### src/rtl/pc_sequencer_pkg.sv
// Shared types for the UnionMagica PC sequencer: PC width, FSM states, and
// the per-cycle action chosen by the priority decoder.
package pc_seq_pkg;

    localparam int PC_W = 11;

    typedef enum logic [1:0] {
        ST_RUN   = 2'd0,
        ST_HALT  = 2'd1,
        ST_FAULT = 2'd2
    } seq_state_e;

    typedef enum logic [2:0] {
        ACT_NONE = 3'd0,
        ACT_INC  = 3'd1,
        ACT_JUMP = 3'd2,
        ACT_CALL = 3'd3,
        ACT_RET  = 3'd4
    } seq_action_e;

    // Sequential successor address; wraps modulo 2^PC_W.
    function automatic logic [PC_W-1:0] pc_inc(input logic [PC_W-1:0] pc_val);
        return pc_val + PC_W'(1);
    endfunction

endpackage

### src/rtl/pc_sequencer_if.sv
// Return-address stack port: the sequencer is the master (strobes, write data),
// the stack is the slave and returns its top-of-stack combinationally.
interface pc_sequencer_if;
    import pc_seq_pkg::*;

    logic            stack_push;
    logic            stack_pop;
    logic [PC_W-1:0] stack_wdata;
    logic [PC_W-1:0] stack_rdata;

    modport master (
        output stack_push,
        output stack_pop,
        output stack_wdata,
        input  stack_rdata
    );

    modport slave (
        input  stack_push,
        input  stack_pop,
        input  stack_wdata,
        output stack_rdata
    );

endinterface

### src/rtl/pc_sequencer_depth_ctr.sv
// Up/down occupancy counter mirroring the return stack depth. With GUARD set
// it saturates at 0 and DEPTH; without it the count wraps modulo 2^CNT_W.
module pc_seq_depth_ctr #(
    parameter  int DEPTH = 3,
    parameter  bit GUARD = 1'b1,
    localparam int CNT_W = $clog2(DEPTH + 1)
) (
    input  logic             clk,
    input  logic             rst_n,
    input  logic             inc,
    input  logic             dec,
    output logic [CNT_W-1:0] count,
    output logic             full,
    output logic             empty
);

    logic [CNT_W-1:0] count_r;

    assign count = count_r;
    assign full  = (count_r == CNT_W'(DEPTH));
    assign empty = (count_r == CNT_W'(0));

    // Occupancy update; simultaneous inc/dec leaves the count unchanged.
    always_ff @(posedge clk) begin
        if (!rst_n) begin
            count_r <= CNT_W'(0);
        end else if (inc && !dec && !(GUARD && full)) begin
            count_r <= count_r + CNT_W'(1);
        end else if (dec && !inc && !(GUARD && empty)) begin
            count_r <= count_r - CNT_W'(1);
        end else begin
            count_r <= count_r;
        end
    end

endmodule

### src/rtl/pc_sequencer.sv
// Program-counter sequencer driving the return-address stack.
// Optional feature macro: PC_SEQ_STACK_GUARD_EN (overflow/underflow -> FAULT).
import pc_seq_pkg::*;

module pc_sequencer #(
    parameter  int STACK_DEPTH = 3,
    localparam int DEPTH_W     = $clog2(STACK_DEPTH + 1)
) (
    input  logic               clk,
    input  logic               rst_n,
    input  logic               step,
    input  logic               op_jump,
    input  logic               op_call,
    input  logic               op_ret,
    input  logic               halt_req,
    input  logic               resume,
    input  logic [PC_W-1:0]    target,
    pc_sequencer_if.master     stk,
    output logic [PC_W-1:0]    pc,
    output logic [DEPTH_W-1:0] depth,
    output logic               halted,
    output logic               fault
);

`ifdef PC_SEQ_STACK_GUARD_EN
    localparam bit GUARD_EN = 1'b1;
`else
    localparam bit GUARD_EN = 1'b0;
`endif

    seq_state_e  state_r;
    seq_state_e  state_nxt_s;
    seq_action_e action_s;
    logic [PC_W-1:0] pc_r;
    logic [PC_W-1:0] pc_nxt_s;
    logic [PC_W-1:0] wdata_r;
    logic            halted_r;
    logic            fault_r;
    logic            push_s;
    logic            pop_s;
    logic            overflow_s;
    logic            underflow_s;
    logic            full_s;
    logic            empty_s;

    // Priority decode of the single action taken this cycle; reset discards it.
    always_comb begin
        action_s = ACT_NONE;
        if (rst_n && step && (state_r == ST_RUN)) begin
            if (halt_req) begin
                action_s = ACT_NONE;
            end else if (op_ret) begin
                action_s = ACT_RET;
            end else if (op_call) begin
                action_s = ACT_CALL;
            end else if (op_jump) begin
                action_s = ACT_JUMP;
            end else begin
                action_s = ACT_INC;
            end
        end else begin
            action_s = ACT_NONE;
        end
    end

    // Strobes are suppressed when the local depth says the stack cannot accept them.
    always_comb begin
        overflow_s  = GUARD_EN && (action_s == ACT_CALL) && full_s;
        underflow_s = GUARD_EN && (action_s == ACT_RET) && empty_s;
        push_s      = (action_s == ACT_CALL) && !overflow_s;
        pop_s       = (action_s == ACT_RET) && !underflow_s;
    end

    // Next PC; a blocked call/return holds the PC.
    always_comb begin
        pc_nxt_s = pc_r;
        case (action_s)
            ACT_INC:  pc_nxt_s = pc_inc(pc_r);
            ACT_JUMP: pc_nxt_s = target;
            ACT_CALL: pc_nxt_s = overflow_s ? pc_r : target;
            ACT_RET:  pc_nxt_s = underflow_s ? pc_r : stk.stack_rdata;
            default:  pc_nxt_s = pc_r;
        endcase
    end

    // Next FSM state; step low freezes every state.
    always_comb begin
        state_nxt_s = state_r;
        case (state_r)
            ST_RUN: begin
                if (step && halt_req) begin
                    state_nxt_s = ST_HALT;
                end else if (overflow_s || underflow_s) begin
                    state_nxt_s = ST_FAULT;
                end else begin
                    state_nxt_s = ST_RUN;
                end
            end
            ST_HALT: begin
                if (step && resume && !halt_req) begin
                    state_nxt_s = ST_RUN;
                end else begin
                    state_nxt_s = ST_HALT;
                end
            end
            ST_FAULT: state_nxt_s = ST_FAULT;
            default:  state_nxt_s = ST_RUN;
        endcase
    end

    // State, PC and status registers; return address tracks the next PC so it
    // is already stable during any push cycle.
    always_ff @(posedge clk) begin
        if (!rst_n) begin
            state_r  <= ST_RUN;
            pc_r     <= PC_W'(0);
            wdata_r  <= PC_W'(0);
            halted_r <= 1'b0;
            fault_r  <= 1'b0;
        end else begin
            state_r  <= state_nxt_s;
            pc_r     <= pc_nxt_s;
            wdata_r  <= pc_inc(pc_nxt_s);
            halted_r <= (state_nxt_s == ST_HALT);
            fault_r  <= GUARD_EN && (state_nxt_s == ST_FAULT);
        end
    end

    pc_seq_depth_ctr #(
        .DEPTH (STACK_DEPTH),
        .GUARD (GUARD_EN)
    ) u_depth_ctr (
        .clk   (clk),
        .rst_n (rst_n),
        .inc   (push_s),
        .dec   (pop_s),
        .count (depth),
        .full  (full_s),
        .empty (empty_s)
    );

    assign pc              = pc_r;
    assign halted          = halted_r;
    assign fault           = fault_r;
    assign stk.stack_push  = push_s;
    assign stk.stack_pop   = pop_s;
    assign stk.stack_wdata = wdata_r;

endmodule

### src/flat_wrapper.sv
// flat-port wrapper written by rule: the top's interface ports become plain ports
module pc_sequencer_flat 
#(
    parameter  int STACK_DEPTH = 3,
    localparam int DEPTH_W     = $clog2(STACK_DEPTH + 1)
)
  (clk, rst_n, step, op_jump, op_call, op_ret, halt_req, resume, target, pc, depth, halted, fault, stk_stack_push, stk_stack_pop, stk_stack_wdata, stk_stack_rdata);
  pc_sequencer_if stk_i ();
  input  logic clk;
  input  logic rst_n;
  input  logic step;
  input  logic op_jump;
  input  logic op_call;
  input  logic op_ret;
  input  logic halt_req;
  input  logic resume;
  input  logic [PC_W-1:0] target;
  output logic [PC_W-1:0] pc;
  output logic [DEPTH_W-1:0] depth;
  output logic halted;
  output logic fault;
  output wire logic [$bits(stk_i.stack_push)-1:0] stk_stack_push;
  output wire logic [$bits(stk_i.stack_pop)-1:0] stk_stack_pop;
  output wire logic [$bits(stk_i.stack_wdata)-1:0] stk_stack_wdata;
  input wire logic [$bits(stk_i.stack_rdata)-1:0] stk_stack_rdata;
  assign stk_stack_push = stk_i.stack_push;
  assign stk_stack_pop = stk_i.stack_pop;
  assign stk_stack_wdata = stk_i.stack_wdata;
  assign stk_i.stack_rdata = stk_stack_rdata;
  pc_sequencer #(.STACK_DEPTH(STACK_DEPTH)) u_core (.clk(clk), .rst_n(rst_n), .step(step), .op_jump(op_jump), .op_call(op_call), .op_ret(op_ret), .halt_req(halt_req), .resume(resume), .target(target), .stk(stk_i), .pc(pc), .depth(depth), .halted(halted), .fault(fault));
endmodule
### config.mk
export PLATFORM = sky130hd
export DESIGN_NAME = pc_sequencer_flat
export DESIGN_NICKNAME = d
export VERILOG_FILES = /design/src/rtl/pc_sequencer_pkg.sv /design/src/rtl/pc_sequencer_if.sv /design/src/rtl/pc_sequencer_depth_ctr.sv /design/src/rtl/pc_sequencer.sv /design/src/flat_wrapper.sv
export SDC_FILE = /design/constraint.sdc
export NUM_CORES = 1
export LEC_CHECK = 0
export BUFFER_PORTS_ARGS = -buffer_cell sky130_fd_sc_hd__buf_2
export CAP_MARGIN = 15
export CORE_MARGIN = 4
export CORE_UTILIZATION = 29
export CTS_BUF_LIST = sky130_fd_sc_hd__clkbuf_8
export DETAILED_ROUTE_END_ITERATION = 10
export SYNTH_ARGS = -nofsm -noshare
export SYNTH_HDL_FRONTEND = slang
export SYNTH_SLANG_ARGS = --single-unit
### constraint.sdc
create_clock -name clk -period 2.3 [get_ports clk]
set_clock_uncertainty 0.05 [all_clocks]
set_input_delay 0.115 -clock clk [delete_from_list [all_inputs] [get_ports clk]]
set_output_delay 0.115 -clock clk [all_outputs]
set_load 0.03 [all_outputs]
Word-level counts from Yosys, hierarchy flattened
Index checks and enable logic that the tools add are counted.

cells by class
  order comparisons = 0
  bitwise gates (word level) = 0
  eq/ne operators = 7
  divide/modulo/power cells = 0
  shift-type cells = 0
  reductions and logical operators = 13
  $add $sub $neg = 4
  muxes and demuxes = 11
  multipliers = 0

operators by type and width
  cell                                                                   count
  11-bit case mux with 3 select lines                                    1
  11-bit by 1-bit adder with 11-bit output, second input constant        2
  3-bit 2-to-1 mux                                                       4
  1-bit logical AND                                                      7
  3-bit by 2-bit equality test with 1-bit output, second input constant  2
  2-bit 2-to-1 mux                                                       3
  2-bit case mux with 3 select lines                                     1
  2-bit by 1-bit equality test with 1-bit output, second input constant  2
  3-bit by 1-bit equality test with 1-bit output, second input constant  1
  3-bit equality test, second input constant                             1
  1-bit logical NOT                                                      3
  2-bit by 1-bit adder with 2-bit output, second input constant          1
  2-bit equality test, second input constant                             1
  2-bit logical NOT                                                      1
  1-bit 2-to-1 mux                                                       2
  2-bit nonzero test                                                     1
  2-bit OR reduction                                                     1
  2-bit by 1-bit subtractor with 2-bit output, second input constant     1

storage, ports and cells
  bits in read-only memories = 0
  word-level logic and storage cells = 40
  output and inout bits = 28
  bits in writable memories = 0
  memories = 0
  input port bits = 30
  latch bits = 0
  register bits after elaboration = 27

Logic depth before layout (Yosys ltp)
Gate-level depths: netlist (run 1).

  word-level depth = 10
  depth in mapped cells = 11
  mapped depth without buffers = 10

Cells and area by module
From an unflattened synthesis (run 1), not the netlist that was laid out.

unflattened totals
  cell total of the unflattened synthesis = 201
  area, all modules = 1642.8 sq um

modules (own cells, without submodules)
  module            cells each  sequential area each (sq um)  area an instance (sq um)  times used
  pc_sequencer      189         500.5                         1532.7                    1
  pc_seq_depth_ctr  12          40.0                          110.1                     1

Worst setup path after synthesis (run 1)
Ideal clock, no wire load.

  kind = register to register
  start = register u_core.state_r[1]
  end = register u_core.u_depth_ctr.count_r[1], in the netlist u_core.u_depth_ctr.count[1]
  cell stages (with the launch flop) = 8
  path slack = -0.336 ns
  buffers on the path = 1
  data arrival time = 2.516 ns
  period minus slack after synthesis = 2.636 ns
  setup time = 0.071 ns
  data required time = 2.179 ns
  cell sequence = dfxtp_1 > nor3b_1 > nand2_1 > clkbuf_1 > nor3b_1 > ha_1 > or3_1 > a21oi_1

between the ends
  longest elaborated chain between the ends = 7
  elaborated cells on any way between the ends = 11
  classes of those cells = 2 x eq/ne; 2 x mux; 7 x reduce/logical

ends and longest elaborated chain
  element                                             RTL line                      source
  from (decl)                                         pc_sequencer.sv:31            seq_state_e state_r;
  from (signal assigned)                              pc_sequencer.sv:121           state_r <= state_nxt_s;
  2-bit logical NOT (*)                               pc_sequencer.sv:49            if (rst_n && step && (state_r == ST_RUN)) begin
  1-bit logical AND (*)                               pc_sequencer.sv:49
  3-bit 2-to-1 mux (*)                                pc_sequencer.sv:49
  3-bit by 2-bit equality test with 1-bit output (*)  pc_sequencer.sv:70            push_s = (action_s == ACT_CALL) && !overflow_s;
  named net stk_stack_push                            flat_wrapper.sv:22            output wire logic [$bits(stk_i.stack_push)-1:0] stk_stack_push;
  1-bit logical NOT                                   pc_sequencer_depth_ctr.sv:29  end else if (dec && !inc && !(GUARD && empty)) begin
  1-bit logical AND                                   pc_sequencer_depth_ctr.sv:29
  2-bit nonzero test (no source line)                 --
  to (signal assigned)                                pc_sequencer_depth_ctr.sv:28  count_r <= count_r + CNT_W'(1);
  to (signal assigned)                                pc_sequencer_depth_ctr.sv:30  count_r <= count_r - CNT_W'(1);
  to (signal assigned)                                pc_sequencer_depth_ctr.sv:32  count_r <= count_r;
  to (decl)                                           pc_sequencer_depth_ctr.sv:17  logic [CNT_W-1:0] count_r;

The timed path passes the listed nets; every way through them passes the cells marked *.
A chain may end at the register's enable or synchronous reset.

Final worst setup path (run 1)
  start = register u_core.pc_r[1], in the netlist u_core.pc[1]
  end = register u_core.wdata_r[10], in the netlist u_core.stk.stack_wdata[10]

between the ends
  longest elaborated chain between the ends = 3

ends and longest elaborated chain
  element                                       RTL line                source
  from (decl)                                   pc_sequencer.sv:34      logic [PC_W-1:0] pc_r;
  from (signal assigned)                        pc_sequencer.sv:122     pc_r <= pc_nxt_s;
  11-bit by 1-bit adder with 11-bit output      pc_sequencer_pkg.sv:23  return pc_val + PC_W'(1);
  11-bit case mux with 3 select lines (*)       pc_sequencer.sv:77      case (action_s)
  named net u_core.pc_nxt_s[1]                  pc_sequencer.sv:35      logic [PC_W-1:0] pc_nxt_s;
  11-bit by 1-bit adder with 11-bit output (*)  pc_sequencer_pkg.sv:23
  to (signal assigned)                          pc_sequencer.sv:123     wdata_r <= pc_inc(pc_nxt_s);
  to (decl)                                     pc_sequencer.sv:36      logic [PC_W-1:0] wdata_r;

Marks and branches as above.

==> results of run 1 <==
[layout make-up]
class                           count  area (µm²)
Tap cell                           70       87.58
Timing Repair Buffer               86       513.0
Clock buffer                        3       41.29
Clock inverter                      1       3.754
Multi-Input combinational cell    150       989.7
Inverter                            4       15.01
Fill cell                         574        2937
Sequential cell                    27       553.0
[repair_timing]
| item | CTS | global route |
|---|---|---|
| endpoints found under the setup margin | 1 | 5 |
| buffers inserted | 0 | 8 |
| pin swaps | 0 | 9 |
| gates resized for setup | 1 | 23 |
[power by group through the flow]
stage / clock, mW / combinational, mW / sequential, mW
final: 0.266 / 0.220 / 0.497
after global placement: 0 / 0.206 / 0.508
after global routing: 0.305 / 0.242 / 0.500
after CTS: 0.281 / 0.210 / 0.497
after floorplan: 0 / 0.0957 / 0.540
after detailed placement: 0 / 0.208 / 0.508
[state kept, by name (all words and copies together) (netlist names)]
register / cells
u_core.stk.stack_wdata: 11
u_core.state_r: 2
u_core.pc: 11
u_core.u_depth_ctr.count: 2
u_core.halted: 1
[layout by cell type, fill, tap and decap left out, drive strengths merged, types with 2 or more instances in the layout]
| master | instances |
|---|---|
| nor2 | 11 |
| nand2 | 16 |
| dfxtp | 27 |
| and2 | 11 |
| nand4 | 4 |
| a21oi | 16 |
| o21ai | 27 |
| buf | 86 |
| xnor2 | 2 |
| nor4b | 2 |
| ha | 3 |
| nor4 | 3 |
| a31oi | 2 |
| xor2 | 4 |
| and4 | 2 |
| nor3b | 7 |
| inv | 4 |
| a211oi | 2 |
| clkbuf | 3 |
| and3 | 4 |
| nor3 | 11 |
| or3 | 3 |
| nand3 | 3 |
[per-stage QoR]
stage	power (mW)	TNS [ns]	hold slack, ns	setup slack, ns
after floorplan	0.6356	0	0.2895	0.01031
after global placement	0.7136	0	0.4234	0.03611
after detailed placement	0.7161	-0.01939	0.4252	-0.01939
after CTS	0.9871	0	0.1360	0.02504
after global routing	1.047	-0.3404	0.1606	-0.1600
final	0.9829	-0.01095	0.1585	-0.01095
[worst max-delay path: cells and delay by family, from the launching register on]
kind	cells	cell delay, ns
mux	2	0.20
fa+ha+maj	2	0.52
flops	1	0.35
compound gates	5	0.75
simple gates	1	0.36
[cell families after synthesis]
logic type / count (synthesis) / share of synthesized area, %
AO/OA/AOI/OAI: 59 / 22.62
AND/OR/NAND/NOR: 79 / 28.80
multiplexers: 2 / 1.383
XOR/XNOR: 6 / 3.417
other: 1 / 0.2439
flip-flops: 27 / 35.15
buffers and inverters: 17 / 5.939
adder cells (fa/ha/maj): 3 / 2.441
[routing by layer]
layer / part of all wire, % / wire length (µm)
met1: 42 / 1985
met4: 1.1 / 53
met3: 5.4 / 253
met5: 0 / 0
met2: 52 / 2436
[final timing paths]
path                                            start                                       end  slack, ns  depth (start not counted)
max                           u_core.pc[1]$_SDFF_PN0_     u_core.stk.stack_wdata[10]$_SDFF_PN0_      -0.01                         10
min                                          halt_req                  u_core.halted$_SDFF_PN0_       0.16                          3
max reg2reg                   u_core.pc[1]$_SDFF_PN0_     u_core.stk.stack_wdata[10]$_SDFF_PN0_      -0.01                         10
min reg2reg  u_core.u_depth_ctr.count[1]$_SDFFE_PN0P_  u_core.u_depth_ctr.count[1]$_SDFFE_PN0P_       0.46                          2
==> results.ini, run 1 <==
[status]
status = complete, but fails checks
violations = negative setup slack

[logic_synthesis]
ys_top_cells_by_area = dfxtp_1 35%, o21ai_0 7.5%, a21oi_1 5.2%
synth_edf_count = 0
syn-cell-area_um2 = 1538
syn_nets = 227
syn_area_per_cell_um2 = 7.926
yosysTopAreaCell = dfxtp_1
synth_top_area_share_pct = 35.15
ys_seq_area_share_pct = 35.15
synth_most_common_cell = dfxtp_1
synth-async-reset-ratio_pct = 0
ys_seq_elements = 27
synth_ff_type = dfxtp_1
synth_cell_types = 47
synth_common_cells = 27 x dfxtp_1, 23 x o21ai_0, 16 x a21oi_1
yosysWarnings = 0
netlist_instances = 194

[layout]
final_util_pct = 42.87
instances_no_fill = 341
syn2layout_area_growth_pct = 43.29
fin_area_um2 = 2203
diodes = 0
drive_above_1_share_pct = 43.54
fin_nets = 305

[min_path]
hold_path_class = in2reg

[clock_network]
htreeDepth = 1
clk_latency_ns = 0.27
clk_pin_slew_ns = 0.09
cts_tree = done
ctsLongestPathBuffers = 2
numClockSinks = 27
cts_root_buf = clkbuf_8
hold_buffers = 0
numCtsBuffers = 3

[floorplan]
die_area_um2 = 6532
initial_core_util_pct = 29.92
die_h_um = 80.82
num_io_pins = 58
core_um2 = 5140
die_w_um = 80.82
std_cell_rows = 26

[pwr]
comb_power_share_pct = 22.3
seqPwrFrac_pct = 50.6
pwr-share-clk_pct = 27.1
p_per_area_nw_per_um2 = 446.1
p_int_mw = 0.6940
p_leak_nw = 1.016
swShare_pct = 29.40
ir_drop_v = 0.0002983
switchingPower_mw = 0.2889

[routing]
wire_per_inst_um = 13.87
drtIter0Drc = 159
totalWireLength_um = 4728
via_per_inst = 5.012
drtAntennaViolNets = 0
drt_pass1_iterations = 4
num_vias = 1709
drc = 0

[grt]
grt_use_met2_pct = 23.56
use_met1_pct = 18.14
grt_max_degree = 23
antenna_found_initial = 0
gr-max-usage-layer = met2
grt_pass1_wl_um = 7334
overflow = 0
grt_usage_pct = 14.07
grt_pass1_vias = 1591
grt_use_met3_pct = 3.215

[placed_design]
placed_cell_area_um2 = 2012
portBuffers = 56
place_inst = 329
place_congestion = 0.8532
hpwl_um = 3554

[critical_path]
worst-path-max-fanout = 3
cp.arrival_ns = 2.46
crit_path_end_kind = flip-flop
cp-start-kind = flip-flop
crit_type = reg2reg
max_stage_delay_ns = 0.36
path_cells = ha_2, mux2_2, mux2i_1, o21ai_1, ha_2, o21ai_1, a21oi_2, o2111ai_2, or3_4, a21oi_2
required_ns = 2.45
worst_path_max_delay_cell = or3_4

[sta]
max_clock_freq_ghz = 0.4327
setup_ws_ns = -0.01095
finalHoldViolations = 0
finalCritPeriodShare_pct = 100.5
setup_violations = 1
rsz0062_at_grt = true
min_period_ns = 2.311
report.final.slew_viol_count = 0

[job]
cap_violations = 0

Power figures use the tool's default switching activity.
==> run 2, diff against run 1 <==
--- a/config.mk
+++ b/config.mk
@@ -11,6 +11,8 @@
 export CORE_UTILIZATION = 29
 export CTS_BUF_LIST = sky130_fd_sc_hd__clkbuf_8
 export DETAILED_ROUTE_END_ITERATION = 10
+export GPL_TIMING_DRIVEN = 0
+export SETUP_SLACK_MARGIN = 0.3
 export SYNTH_ARGS = -nofsm -noshare
 export SYNTH_HDL_FRONTEND = slang
 export SYNTH_SLANG_ARGS = --single-unit
==> results.ini, run 2 (same netlist as run 1, synthesis figures left out) <==
[status]
status = completed

[layout]
drive_above_1_share_pct = 51.59  ; +8.0 points
seq_area_um2 = 553.0  ; unchanged
fillers = 527  ; -8.2%
final_util_pct = 48.73  ; +5.9 points
final_cell_mix = 54 x buf_2, 32 x buf_4, 21 x dfxtp_1
multi_input_area_um2 = 1162  ; +17%
diodes = 0  ; unchanged
syn2layout_area_growth_pct = 62.90
fin_nets = 317  ; +3.9%
mostFrequentLayoutCell = buf_2
instances_no_fill = 353  ; +3.5%

[critical_path]
worst_path_max_delay_cell = or3_4
critPathTopFamily = compound AO/OA/AOI/OAI gates
path_cells = ha_4, mux2_4, mux2i_4, o21ai_4, ha_4, o21ai_2, a21oi_2, o2111ai_2, or3_4, a21oi_2
max_stage_delay_ns = 0.40  ; +0.04 ns
crit_type = reg2reg
cp_num_buf_inv = 0  ; unchanged
required_ns = 2.46  ; about the same
worst-path-max-fanout = 6  ; +3
crit_path_end_kind = flip-flop
cp.arrival_ns = 2.37  ; -0.09 ns
cp-start-kind = flip-flop

[sta]
min_period_ns = 2.214  ; -0.09662 ns
tightest_slew_ns = 0.6054
report.final.slew_viol_count = 0  ; unchanged
max_clock_freq_ghz = 0.4516  ; +4.4%
setup_violations = 0  ; -1
rsz0062_at_grt = true
finalHoldViolations = 0  ; unchanged
finalCritPeriodShare_pct = 96.28  ; -4.2 points
slew_headroom_pct = 59.64

[clock_network]
htreeDepth = 1  ; unchanged
cts_tree = done
hold_buffers = 0  ; unchanged
numClockSinks = 27  ; unchanged
clk_latency_ns = 0.27  ; about the same
numCtsBuffers = 3  ; unchanged
cts_root_buf = clkbuf_8
ctsLongestPathBuffers = 2  ; unchanged
clk_pin_slew_ns = 0.09  ; about the same

[pwr]
p_per_area_nw_per_um2 = 412.6  ; -7.5%
ir_drop_v = 0.0003920  ; +31%
p_leak_nw = 1.115  ; +9.7%

[placed_design]
place_inst = 318  ; -3.3%
place_congestion = 0.8713  ; +2.1%
hpwl_um = 3395  ; -4.5%
portBuffers = 54  ; -3.6%

[grt]
antenna_found_initial = 0  ; unchanged
grt_max_degree = 16  ; -30%
grt_usage_pct = 15.48  ; +1.4 points
grt_pass1_wl_um = 8017  ; +9.3%
overflow = 0  ; unchanged
grt_pass1_vias = 1767  ; +11%

[floorplan]
die_area_um2 = 6532  ; unchanged
initial_core_util_pct = 29.92  ; unchanged
core_um2 = 5140  ; unchanged
std_cell_rows = 26  ; unchanged
die_h_um = 80.82  ; unchanged
die_w_um = 80.82  ; unchanged
num_io_pins = 58  ; unchanged

[routing]
drc = 0  ; unchanged
via_per_inst = 4.986  ; -0.52%
drtAntennaViolNets = 0  ; unchanged
wire_per_inst_um = 14.31  ; +3.2%
num_vias = 1760  ; +3.0%
drtIter0Drc = 76  ; -52%
drt_pass1_iterations = 4  ; unchanged
totalWireLength_um = 5051  ; +6.8%

[min_path]
hold_path_class = in2reg

[job]
cap_violations = 0  ; unchanged

## run 2: layout make-up
type | instances | share of cell area [%]
Buffer | 13 | 5.345
Sequential cell | 27 | 22.08
Timing Repair Buffer | 85 | 20.23
Clock buffer | 3 | 1.648
Tap cell | 70 | 3.497
Inverter | 4 | 0.5994
Multi-Input combinational cell | 150 | 46.40
Clock inverter | 1 | 0.1998
## run 2: report_power, final
part           total [mW]  switching [mW]  leakage, nW  internal (mW)
Clock               0.270           0.148       0.0255          0.122
Combinational       0.265           0.150        0.866          0.116
Sequential          0.498          0.0142        0.223          0.484
Total                1.03           0.312         1.11          0.722
## run 2: worst paths after layout
path	start	endpoint	slack, ns	depth (start not counted)
worst min register to register	u_core.u_depth_ctr.count[1]$_SDFFE_PN0P_	u_core.u_depth_ctr.count[1]$_SDFFE_PN0P_	0.44	2
worst max-delay path	u_core.pc[1]$_SDFF_PN0_	u_core.stk.stack_wdata[10]$_SDFF_PN0_	0.09	10
worst max register to register	u_core.pc[1]$_SDFF_PN0_	u_core.stk.stack_wdata[10]$_SDFF_PN0_	0.09	10
worst min-delay path	step	u_core.halted$_SDFF_PN0_	0.14	3
## run 2: metrics by stage
stage	setup WS, ns	power (mW)	setup TNS (ns)	hold slack [ns]	cell area (µm²)
after floorplan	0.09201	0.6428	0	0.2895	1608
after global placement	-0.1605	0.7085	-0.2373	0.4197	1966
after detailed placement	-0.1937	0.7097	-0.2354	0.4264	1966
after CTS	0.09611	1.022	0	0.1329	2365
after global routing	-0.01452	1.087	-0.01452	0.1504	2505
final	0.08567	1.034	0	0.1417	2505
## run 2: routing by layer
metal / wire [µm] / global-route usage (%) / vias up
met4: 27 / 3.378 / 0
met5: 0 / 0 / -
met1: 2116 / 17.88 / 828
met2: 2627 / 28.24 / 43
met3: 280 / 4.324 / 6
li1: - / - / 883
## run 2: what timing repair did
item / CTS / global route
setup buffers: 24 / 7
resized for setup: 38 / 16
pin swaps: 20 / 12
setup endpoints to repair: 8 / 10
## run 2: worst min-delay path, cell delays in order
cell	delay, ns
buf_2	0.10
a22oi_1	0.09
nor3_1	0.12
==> run 3, diff against run 2 <==
--- a/config.mk
+++ b/config.mk
@@ -8,10 +8,11 @@
 export BUFFER_PORTS_ARGS = -buffer_cell sky130_fd_sc_hd__buf_2
 export CAP_MARGIN = 15
 export CORE_MARGIN = 4
-export CORE_UTILIZATION = 29
+export CORE_UTILIZATION = 46
 export CTS_BUF_LIST = sky130_fd_sc_hd__clkbuf_8
 export DETAILED_ROUTE_END_ITERATION = 10
 export GPL_TIMING_DRIVEN = 0
+export PLACE_DENSITY = 0.79
 export SETUP_SLACK_MARGIN = 0.3
 export SYNTH_ARGS = -nofsm -noshare
 export SYNTH_HDL_FRONTEND = slang
==> results.ini, run 3 (same netlist as run 1, synthesis figures left out) <==
[clock_network]
ctsLongestPathBuffers = 2  ; unchanged
htreeDepth = 1  ; unchanged
clk_pin_slew_ns = 0.09  ; about the same
cts_root_buf = clkbuf_8
numClockSinks = 27  ; unchanged
numCtsBuffers = 3  ; unchanged
clk_latency_ns = 0.27  ; about the same
cts_tree = done
hold_buffers = 0  ; unchanged

[sta]
rsz0062_at_grt = true
min_period_ns = 2.270  ; +0.05529 ns
slew_headroom_pct = 64.99  ; +5.3 points
setup_violations = 0  ; unchanged
finalCritPeriodShare_pct = 98.68  ; +2.4 points
max_clock_freq_ghz = 0.4406  ; -2.4%
report.final.slew_viol_count = 0  ; unchanged
finalHoldViolations = 0  ; unchanged
tightest_slew_ns = 0.5252  ; -0.08023 ns
tns_ns = 0  ; unchanged

[routing]
num_vias = 1845  ; +4.8%
drtIter0Drc = 111  ; +46%
drtAntennaViolNets = 0  ; unchanged
totalWireLength_um = 5233  ; +3.6%
via_per_inst = 5.642  ; +13%
drc = 0  ; unchanged
wire_per_inst_um = 16.00  ; +12%
drt_pass1_iterations = 4  ; unchanged

[critical_path]
worst_path_max_delay_cell = or3_1
required_ns = 2.46  ; about the same
critPathTopFamily = compound AO/OA/AOI/OAI gates
cp.arrival_ns = 2.43  ; +0.06 ns
max_stage_delay_ns = 0.40  ; about the same
worst-path-max-fanout = 6  ; unchanged
cp_num_buf_inv = 0  ; unchanged
crit_type = reg2reg
cp-start-kind = flip-flop
path_cells = ha_4, mux2_4, mux2i_4, o21ai_4, ha_4, o21ai_4, a21oi_4, o2111ai_2, or3_1, a21oi_1
crit_path_end_kind = flip-flop

[floorplan]
initial_core_util_pct = 49.16  ; +19 points
die_h_um = 65.82  ; -19%
num_io_pins = 58  ; unchanged
die_area_um2 = 4332  ; -34%
die_w_um = 65.82  ; -19%
std_cell_rows = 20  ; -23%
core_um2 = 3128  ; -39%

[placed_design]
placed_cell_area_um2 = 1933  ; -1.7%
place_congestion = 0.8765  ; +0.60%
portBuffers = 54  ; unchanged
hpwl_um = 3079  ; -9.3%

[layout]
mostFrequentLayoutCell = buf_2
diodes = 0  ; unchanged
syn2layout_area_growth_pct = 59.48
fin_area_um2 = 2452  ; -2.1%
fin_nets = 317  ; unchanged
drive_above_1_share_pct = 47.70  ; -3.9 points
final_cell_mix = 54 x buf_2, 25 x buf_4, 22 x dfxtp_1

[grt]
overflow = 0  ; unchanged
grt_pass1_vias = 1778  ; +0.62%
grt_max_degree = 15  ; -1
grt_pass1_wl_um = 8024  ; about the same
grt_usage_pct = 23.54  ; +8.1 points
antenna_found_initial = 0  ; unchanged

[job]
cap_violations = 0  ; unchanged

[pwr]
p_per_area_nw_per_um2 = 419.3  ; +1.6%
p_leak_nw = 1.139  ; +2.2%
ir_drop_v = 0.0004323  ; +10%

[status]
status = completed

[min_path]
hold_path_class = in2reg

## run 3: final cells by class
class | instances | area, µm²
Multi-Input combinational cell | 150 | 1117
Fill cell | 210 | 675.6
Sequential cell | 27 | 551.8
Timing Repair Buffer | 85 | 533.0
Buffer | 13 | 135.1
Tap cell | 44 | 55.05
Clock buffer | 3 | 41.29
Inverter | 4 | 15.01
Clock inverter | 1 | 3.754
## run 3: report_power, final
part           total, mW  switching [mW]  internal, mW
Sequential         0.498          0.0138         0.484
Combinational      0.267           0.150         0.117
Clock              0.263           0.144         0.120
## run 3: path summary, 6_finish.rpt
kind	startpoint	end	slack (ns)	cells after the start
max reg2reg	u_core.pc[0]$_SDFF_PN0_	u_core.stk.stack_wdata[10]$_SDFF_PN0_	0.03	10
max	u_core.pc[0]$_SDFF_PN0_	u_core.stk.stack_wdata[10]$_SDFF_PN0_	0.03	10
min reg2reg	u_core.u_depth_ctr.count[1]$_SDFFE_PN0P_	u_core.u_depth_ctr.count[1]$_SDFFE_PN0P_	0.45	2
min	step	u_core.halted$_SDFF_PN0_	0.16	3
## run 3: worst register-to-register path, cell delays in order, from the launching register on
cell       delay (ns)
dfxtp_4          0.38
ha_4             0.26
mux2_4           0.15
mux2i_4          0.07
o21ai_4          0.21
ha_4             0.18
o21ai_4          0.06
a21oi_4          0.17
o2111ai_2        0.16
or3_1            0.40
a21oi_1          0.12
## run 3: repair_timing
item,in CTS,in global routing
pin swaps,21,16
buffers inserted,19,12
gates cloned,0,0
resized for setup,32,19
endpoints found under the setup margin,8,9
## run 3: metal layers
layer,GRT usage (%),up-vias,wire (µm)
met2,42.05,74,2688
li1,-,886,-
met3,6.973,20,345
met1,26.42,865,2057
met4,7.772,0,142
met5,0,-,0
## run 3: metrics by stage
stage,total power [mW],hold slack (ns),worst slack [ns],instances,util [%]
after floorplan,0.6428,0.2895,0.09201,194,-
after global placement,0.7045,0.4181,-0.07665,292,61.80
after detailed placement,0.7070,0.4361,-0.1490,292,61.80
after CTS,0.9995,0.1746,0.1127,315,72.64
after global routing,1.074,0.1914,-0.09256,327,78.40
final,1.028,0.1632,0.03038,327,78.40
